--- config.mk ---
export PLATFORM = sky130hd
export DESIGN_NAME = mem_arbiter
export DESIGN_NICKNAME = d
export VERILOG_FILES = /design/src/rtl/cpu_types_pkg.sv /design/src/rtl/mem_arbiter.sv
export SDC_FILE = /design/constraint.sdc
export NUM_CORES = 1
export LEC_CHECK = 0
export BUFFER_PORTS_ARGS = -buffer_cell sky130_fd_sc_hd__buf_2
export CAP_MARGIN = 20
export CELL_PAD_IN_SITES_DETAIL_PLACEMENT = 0
export CELL_PAD_IN_SITES_GLOBAL_PLACEMENT = 1
export CORE_MARGIN = 2
export CORE_UTILIZATION = 23
export DETAILED_ROUTE_END_ITERATION = 8
export PLACE_DENSITY = 0.95
export REMOVE_ABC_BUFFERS = 1
export SLEW_MARGIN = 20
export SYNTH_ARGS = -nofsm -noshare
export SYNTH_HDL_FRONTEND = slang
export SYNTH_SLANG_ARGS = --single-unit
export TNS_END_PERCENT = 10
--- constraint.sdc ---
create_clock -name CLK -period 3 [get_ports CLK]
set_input_delay 0.45 -clock CLK [delete_from_list [all_inputs] [get_ports CLK]]
set_output_delay 0.45 -clock CLK [all_outputs]
set_load 0.005 [all_outputs]
--- src/rtl/cpu_types_pkg.sv ---
// Shared CPU memory-side types: word, RAM status and the arbiter's grant states.
package cpu_types_pkg;

  typedef logic [31:0] word_t;

  typedef enum logic [1:0] {
    FREE   = 2'd0,
    BUSY   = 2'd1,
    ACCESS = 2'd2,
    ERROR  = 2'd3
  } ramstate_t;

  typedef enum logic [1:0] {
    IDLE   = 2'd0,
    DGRANT = 2'd1,
    IGRANT = 2'd2
  } arb_state_t;

endpackage

--- src/rtl/mem_arbiter.sv ---
// Single-port RAM arbiter between icache and dcache: registered grant FSM with
// dcache priority, bounded dcache bursts, icache starvation guard and a bus timeout.
module mem_arbiter
  import cpu_types_pkg::*;
#(
  parameter int DBURST_MAX = 4,
  parameter int TIMEOUT    = 255
) (
  input  logic        CLK,
  input  logic        nRST,
  input  logic        iREN,
  input  logic [31:0] iaddr,
  output logic        iwait,
  output logic [31:0] iload,
  input  logic        dREN,
  input  logic        dWEN,
  input  logic [31:0] daddr,
  input  logic [31:0] dstore,
  output logic        dwait,
  output logic [31:0] dload,
  output logic        ramREN,
  output logic        ramWEN,
  output logic [31:0] ramaddr,
  output logic [31:0] ramstore,
  input  logic [31:0] ramload,
  input  logic [1:0]  ramstate,
  output logic        bus_err
);

  localparam int BW = $clog2(DBURST_MAX) + 1;
  localparam int TW = $clog2(TIMEOUT + 1);

  localparam logic [1:0] ST_IDLE   = IDLE;
  localparam logic [1:0] ST_DGRANT = DGRANT;
  localparam logic [1:0] ST_IGRANT = IGRANT;
  localparam logic [1:0] RS_ACCESS = ACCESS;
  localparam logic [1:0] RS_ERROR  = ERROR;

  localparam logic [BW-1:0] BURST_LAST = BW'(DBURST_MAX - 1);
  localparam logic [TW-1:0] TO_LIMIT   = TW'(TIMEOUT);

  logic [1:0]    r_state;
  logic [1:0]    w_next;
  logic [BW-1:0] r_burst_cnt;
  logic [TW-1:0] r_to_cnt;
  logic          r_ifirst;
  logic          r_bus_err;

  logic w_dreq;
  logic w_access;
  logic w_granted;
  logic w_req_live;
  logic w_timeout;
  logic w_burst_more;

  assign w_dreq       = dREN | dWEN;
  assign w_access     = (ramstate == RS_ACCESS);
  assign w_granted    = (r_state == ST_DGRANT) | (r_state == ST_IGRANT);
  assign w_req_live   = (r_state == ST_DGRANT) ? w_dreq : iREN;
  assign w_timeout    = w_granted & w_req_live & ~w_access & (r_to_cnt == TO_LIMIT);
  assign w_burst_more = (r_burst_cnt < BURST_LAST);

  assign iload   = ramload;
  assign dload   = ramload;
  assign bus_err = r_bus_err;

  // Next-state selection; ifirst lets a waiting icache jump ahead once after a full dcache burst.
  always_comb begin
    w_next = r_state;
    case (r_state)
      ST_IDLE: begin
        if (w_dreq && !r_ifirst) begin
          w_next = ST_DGRANT;
        end else if (iREN) begin
          w_next = ST_IGRANT;
        end else if (w_dreq) begin
          w_next = ST_DGRANT;
        end else begin
          w_next = ST_IDLE;
        end
      end
      ST_DGRANT: begin
        if (!w_dreq || w_timeout) begin
          w_next = ST_IDLE;
        end else if (w_access) begin
          w_next = w_burst_more ? ST_DGRANT : ST_IDLE;
        end else begin
          w_next = ST_DGRANT;
        end
      end
      ST_IGRANT: begin
        if (!iREN || w_access || w_timeout) begin
          w_next = ST_IDLE;
        end else begin
          w_next = ST_IGRANT;
        end
      end
      default: w_next = ST_IDLE;
    endcase
  end

  // Grant state plus burst/timeout counters, starvation flag and sticky error.
  always_ff @(posedge CLK or negedge nRST) begin
    if (!nRST) begin
      r_state     <= ST_IDLE;
      r_burst_cnt <= {BW{1'b0}};
      r_to_cnt    <= {TW{1'b0}};
      r_ifirst    <= 1'b0;
      r_bus_err   <= 1'b0;
    end else begin
      r_state <= w_next;

      if (r_state == ST_DGRANT && w_next == ST_DGRANT && w_access) begin
        r_burst_cnt <= r_burst_cnt + BW'(1);
      end else if (w_next != ST_DGRANT) begin
        r_burst_cnt <= {BW{1'b0}};
      end else begin
        r_burst_cnt <= r_burst_cnt;
      end

      // Saturating count of stalled cycles within the current grant.
      if (w_granted && (w_next == r_state) && !w_access) begin
        r_to_cnt <= (r_to_cnt == TO_LIMIT) ? r_to_cnt : r_to_cnt + TW'(1);
      end else begin
        r_to_cnt <= {TW{1'b0}};
      end

      if (r_state == ST_IGRANT && iREN && w_access) begin
        r_ifirst <= 1'b0;
      end else if (r_state == ST_DGRANT && w_dreq && w_access && !w_burst_more) begin
        r_ifirst <= r_ifirst | iREN;
      end else begin
        r_ifirst <= r_ifirst;
      end

      if (w_granted && ((ramstate == RS_ERROR) || w_timeout)) begin
        r_bus_err <= 1'b1;
      end else begin
        r_bus_err <= r_bus_err;
      end
    end
  end

  // RAM port and wait mux; the granted cache drives the RAM combinationally.
  always_comb begin
    iwait    = 1'b1;
    dwait    = 1'b1;
    ramREN   = 1'b0;
    ramWEN   = 1'b0;
    ramaddr  = 32'h0000_0000;
    ramstore = 32'h0000_0000;
    case (r_state)
      ST_DGRANT: begin
        ramWEN   = dWEN;
        ramREN   = dREN & ~dWEN;
        ramaddr  = daddr;
        ramstore = dstore;
        dwait    = ~w_access;
      end
      ST_IGRANT: begin
        ramREN  = iREN;
        ramaddr = iaddr;
        iwait   = ~w_access;
      end
      default: begin
        iwait = 1'b1;
        dwait = 1'b1;
      end
    endcase
  end

endmodule

==> metrics.yaml, run 1 <==
timing:
  hold_viol: 0
  slew_headroom: 0.6330
  finalClockSkew_ps: 3.513
  fmax_ghz: 0.4056
  setup_violations: 0
  finalCritPeriodShare: 0.8219
  worst_slew_pin_slew_ps: 549.4
  rsz0062_at_grt: "false"
  setup_tns_ps: 0
  slew_viol_final: 0
  timing.final.crit_period_ps: 2466
logic_synthesis:
  yosysTopAreaCellShare: 0.2095
  synth_top_family_by_area: "simple AND/OR/NAND/NOR gates"
  synth_ff_type: "dfrtp_1"
  avgSynthCellArea_um2: 7.908
  synth.distinct_cells: 50
  synth.most_common_cell: "buf_4"
  synth_edf_count: 0
  netlist_instances: 290
  synthXorXnorAreaFrac: 0.01146
  synthArstFlopShare: 1.000
  ys_warn_count: 0
  synth-simple-area-share: 0.3164
  ys_ff_latch: 15
  synth.area.mux_share: 0.01582
  synthAdderAreaFrac: 0.03273
  synth_area_leader_cell: "buf_4"
  synth_compound_area_frac: 0.2166
  netlist_area_um2: 2293
  yosys-top-cells-area: "buf_4 21%, dfrtp_1 16%, a22oi_1 10%, and2_1 9.5%, nor2b_1 9.3%"
  synthTopCellsByCount: "64 x buf_4, 35 x and2_1, 34 x nor2b_1, 32 x a22oi_1, 15 x dfrtp_1"
  yosysSeqAreaShare: 0.1637
global_routing:
  antenna_found_initial: 0
  grt_start_max_net_pins: 34
  grt_pass1_vias: 2658
  grt_use_total: 0.2501
  overflow: 0
  grt_pass1_wl_um: 19420
detailed_routing:
  ant_nets: 0
  drc_errors: 0
  vias: 2539
  finalWirelength_um: 13820
  wire_per_inst_um: 26.48
  drt-pass1-iter-count: 4
  routed_via_density: 4.864
  drt_iter0_drc: 183
min_path:
  hold_class: "primary input to async pin"
cts:
  cts_buffers: 3
  clkTransAtPathRegs_ps: 60
  htree_num_levels: 1
  cts_tree: "built"
  clk_latency_ps: 250
  clkSinkCount: 15
  post_cts_buffers: 0
  cts_hold_buf: 0
  clockBufferDepth: 2
  clockRootBuffer: "clkbuf_8"
  cts_resized: 0
place:
  dp_hpwl_um: 12130
  dpl-instance-area_um2: 2798
  dp.cells: 518
  place_congestion: 0.9230
  io_buffers: 171
cells_and_area:
  multiInputGateArea_um2: 1363
  fillerInstances: 1101
  fin_cells: 522
  drive_above_1_share: 0.5090
  area_growth_pct: 23.95
  seqCellArea_um2: 375.4
  fin_util: 0.2922
  nNetsFinal: 531
  diodes: 0
  design_area_um2: 2843
power:
  p_per_area_nw_per_um2: 540.0
  leakage_nw: 1.431
  ir_worst_vdd_uv: 147.9
critical_path:
  required_ps: 2550
  crit_path_end_kind: "output pin"
  worst-endpoint-arrival_ps: 2020
  critPathLaunchType: "flop"
  worstSetupPathType: "flop to output pin"
  cp_max_fo: 31
floorplan:
  die_y_um: 103.9
  core-area_um2: 9729
  initial_core_util: 0.2357
  rows: 36
  ios: 268
  fp.dieW_um: 103.9
  die_area_um2: 10790
run_status:
  status: "completed"
flow_run:
  cap_violations: 0
## area by class of cell
cell class | count | share of cell area
Inverter | 2 | 0.002641
Sequential cell | 15 | 0.1320
Timing Repair Buffer | 175 | 0.3116
Multi-Input combinational cell | 193 | 0.4793
Clock buffer | 4 | 0.01585
Tap cell | 133 | 0.05854
## metal layers
layer | track usage | wire [um] | vias to the layer above
met4 | 0.008687 | 0 | 0
met3 | 0.2400 | 2879 | 0
li1 | - | - | 1138
met5 | 0.01429 | 0 | -
met1 | 0.2936 | 5437 | 1179
met2 | 0.3449 | 5503 | 222
## path summary, 6_finish.rpt
kind | cells past startpoint | endpoint | from | slack, ps
hold reg to reg | 1 | bus_err | bus_err | 470
setup reg to reg | 7 | r_to_cnt[1] | r_state[1] | 710
max in group asynchronous | 1 | r_ifirst | nRST | 2640
min in group CLK | 1 | bus_err | bus_err | 470
setup / recovery | 6 | ramaddr[27] | r_state[1] | 530
hold / removal | 1 | r_state[1] | nRST | 100
## critical path, stage by stage (launching register included)
cell and delay (ps):
dfrtp_1 430, inv_1 150, ha_2 430, buf_4 330, a22oi_1 120, nor2b_1 170, buf_2 130
## per-stage QoR
stage	hold WS, ps	power, mW	setup slack (ps)
global route	117.3	1.672	359.8
floorplan	154.4	0.8269	143.1
finish	102.9	1.535	534.4
global placement	376.6	1.345	859.4
CTS	109.0	1.538	563.6
detailed placement	375.1	1.366	706.2
## logic make-up (layout without fill, tap and decap cells)
logic type	count (synthesis)	after routing
xor gates and xnor gates	3	3
adders and majority gates	6	6
AOI/OAI and AO/OA	62	62
DFF	15	15
and+or+nand+nor	119	119
muxes	3	3
buffers and inverters	82	181
## placed cells by master (no fill, tap or decap), drive strengths merged, types with 3 or more instances in the layout
master,count
clkbuf,4
a21oi,5
a31oi,4
ha,6
nand3,7
and2,35
o21ai,3
a22oi,32
o211ai,3
nor2,8
o31ai,4
nand2,14
nor3,10
buf,175
nor2b,34
dfrtp,15
## report_power, final
part           switching, mW  internal [mW]  total [mW]
Sequential            0.0261          0.222       0.248
Clock                 0.0706         0.0940       0.165
Combinational          0.640          0.483        1.12
## flip-flops by register name, indices dropped and copies added, names as in the netlist
signal	flops
r_to_cnt	8
bus_err	1
r_state	2
r_burst_cnt	3
r_ifirst	1
No activity file was read; power rests on OpenSTA's default activity.
==> run 2: changes to the inputs <==
Settings changed: CORE_UTILIZATION 23 to 19, PLACE_DENSITY 0.95 to 0.87.
Clock period 3 ns to 2.15 ns, I/O delays scaled along.
==> run 2 against run 1 <==
  * Clock power rose by 130%
  * Die area rose by 20%
  * Cell area increased by 6.5%
  * Count of clock-buffer cells in the layout fell by 1
  * Sequential share of layout area down 0.72 points
  * Clock skew decreased by 2.6 ps
  * Largest cell class unchanged
==> metrics.yaml, run 2 (synthesized netlist as in run 1, its figures left out) <==
global_routing:
  overflow: 0  # unchanged
  grt_start_max_net_pins: 31  # was 34
  top_usage_layer: "met2"  # unchanged
  antenna_found_initial: 8  # was 0
  met1_usage: 0.1722  # was 0.2936
  grt_pass1_wl_um: 16130  # was 19420 um
  grt_use_total: 0.1749  # was 0.2501
  grt_pass1_vias: 2479  # was 2658
  grt_use_met2: 0.3357  # was 0.3449
  grtUsageMet3: 0.08555  # was 0.2400
timing:
  rsz0062_at_grt: "true"  # was false
  finalCritPeriodShare: 0.9824
  finalClockSkew_ps: 0.9480  # was 3.513 ps
  slew_viol_final: 0  # unchanged
  hold_viol: 0  # unchanged
  setup_violations: 0  # unchanged
  slew_headroom: 0.6572  # was 0.6330
  fmax_ghz: 0.4734
  timing.final.crit_period_ps: 2112
  worst_slew_pin_slew_ps: 509.9  # was 549.4 ps
detailed_routing:
  drt-pass1-iter-count: 4  # unchanged
  drc_errors: 0  # unchanged
  wire_per_inst_um: 22.75  # was 26.48 um
  drt_iter0_drc: 109  # was 183
  routed_via_density: 4.761  # was 4.864
  finalWirelength_um: 12380  # was 13820 um
  vias: 2590  # was 2539
  ant_nets: 0  # unchanged
power:
  leakage_nw: 1.505  # was 1.431 nW
  ir_worst_vdd_uv: 246.5  # was 147.9 uV
  p_per_area_nw_per_um2: 791.5  # was 540.0 nW/um^2
  power_mw: 2.397  # was 1.535 mW
critical_path:
  worstSetupPathType: "flop to output pin"  # unchanged
  startpoint: "r_state[0]"  # was r_state[1]
  r2r-start: "r_state[0]"  # was r_state[1]
  required_ps: 1830  # was 2550 ps
  r2r-end: "r_to_cnt[4]"  # was r_to_cnt[1]
  worst-endpoint-arrival_ps: 1790  # was 2020 ps
  r2r_slack_ps: 90  # was 710 ps
  cp_max_fo: 25  # was 31
  crit_path_end_kind: "output pin"  # unchanged
  ff2ff_path_depth: 7  # unchanged
  critPathLaunchType: "flop"  # unchanged
  endpoint: "ramaddr[20]"  # was ramaddr[27]
place:
  dp_hpwl_um: 10340  # was 12130 um
  io_buffers: 171  # unchanged
  place_congestion: 0.7998  # was 0.9230
flow_run:
  cap_violations: 0  # unchanged
cts:
  clockRootBuffer: "clkbuf_16"  # was clkbuf_8
  htree_num_levels: 1  # unchanged
  clk_latency_ps: 250  # about the same
  clkSinkCount: 15  # unchanged
  clkTransAtPathRegs_ps: 50  # was 60 ps
  clockBufferDepth: 2  # unchanged
  cts_buffers: 3  # unchanged
  cts_tree: "built"  # unchanged
cells_and_area:
  biggestRegsByFlops: "r_to_cnt: 8 flops, r_burst_cnt: 3 flops, r_state: 2 flops"  # unchanged
  nNetsFinal: 537  # was 531
  final_cell_mix: "171 x buf_2, 35 x and2_1, 34 x nor2b_1, 31 x a22oi_1, 13 x dfrtp_1"  # was 171 x buf_2, 35 x and2_1, 34 x nor2b_1, 32 x a22oi_1, 15 x dfrtp_1
  layout_commonest_cell: "buf_2"  # unchanged
  area_growth_pct: 32.02  # was 23.95%
  largest_reg_flops: 8  # unchanged
  top_register: "r_to_cnt"  # unchanged
  fin_util: 0.2542  # was 0.2922
  drive_above_1_share: 0.5291  # was 0.5090
floorplan:
  initial_core_util: 0.1925  # was 0.2357
  die_area_um2: 12970  # was 10790 um^2
  ios: 268  # unchanged
  fp.dieW_um: 113.9  # was 103.9 um
  rows: 40  # was 36
  die_y_um: 113.9  # was 103.9 um
  core-area_um2: 11910  # was 9729 um^2
min_path:
  hold_class: "primary input to flop"  # was primary input to async pin
run_status:
  status: "completed"  # unchanged
## run 2: cell types whose count changed in the layout (fill, tap and decap cells not counted), moves of 2 or more
cell / change
clkbuf_16: +3
clkbuf_8: -3
buf_6: +2
dfrtp_1: -2
dfrtp_2: +2
diode_2: +2
## run 2: cell type report
cell class	count	area [um^2]
fillers	1304	8884
multi-input cells	193	1388
repair buffers	181	985.9
flip-flops and latches	15	377.9
well taps	147	183.9
clock buffers	3	75.07
inverters	2	7.507
clock inverters	1	5.005
diodes	2	5.005
## run 2: power by group
part / total (mW) / switching [mW] / internal, mW
Sequential: 0.349 / 0.0363 / 0.312
Clock: 0.372 / 0.123 / 0.249
Combinational: 1.68 / 0.862 / 0.815
## run 2: worst max-delay path: stages, from the launching register on
cell     delay, ps
dfrtp_2        440
inv_1          150
ha_1           280
buf_8          220
a22oi_1        120
nor2b_1        180
buf_2          150
## run 2: routing by layer
metal  up-vias  routed length [um]
met5         -                   0
met4         0                 206
met3        16                1396
met2       187                6471
met1      1235                4301
li1       1152                   -
## run 2: how the worst min path moves through the flow
stage          cells after the start          end        start
2_1_floorplan                      0      bus_err         nRST
3_3_place_gp                       1  r_to_cnt[6]         nRST
3_5_place_dp                       1  r_to_cnt[6]         nRST
4_1_cts                            4      bus_err  ramstate[0]
5_1_grt                            4      bus_err  ramstate[0]
6_report                           4      bus_err  ramstate[0]
## run 2: timing repair
item,in CTS,in global routing
pin swaps,0,3
endpoints found under the setup margin,16,46
cloned,1,0
resized for setup,3,8
buffers inserted,0,1
hold endpoints to repair,15,0
hold buffers,1,0
## run 2: per-stage QoR
stage          TNS [ps]  worst slack (ps)  std cells  instance area (um^2)  hold slack [ps]
2_1_floorplan    -16950            -706.9        210                  1743            26.91
3_3_place_gp          0             143.4        535                  2850            243.8
3_5_place_dp          0             39.39        535                  2850            258.6
4_1_cts          -10.49            -10.49        541                  2985            431.1
5_1_grt          -205.3            -44.84        542                  3023            448.3
6_report              0             37.82        544                  3028            421.0
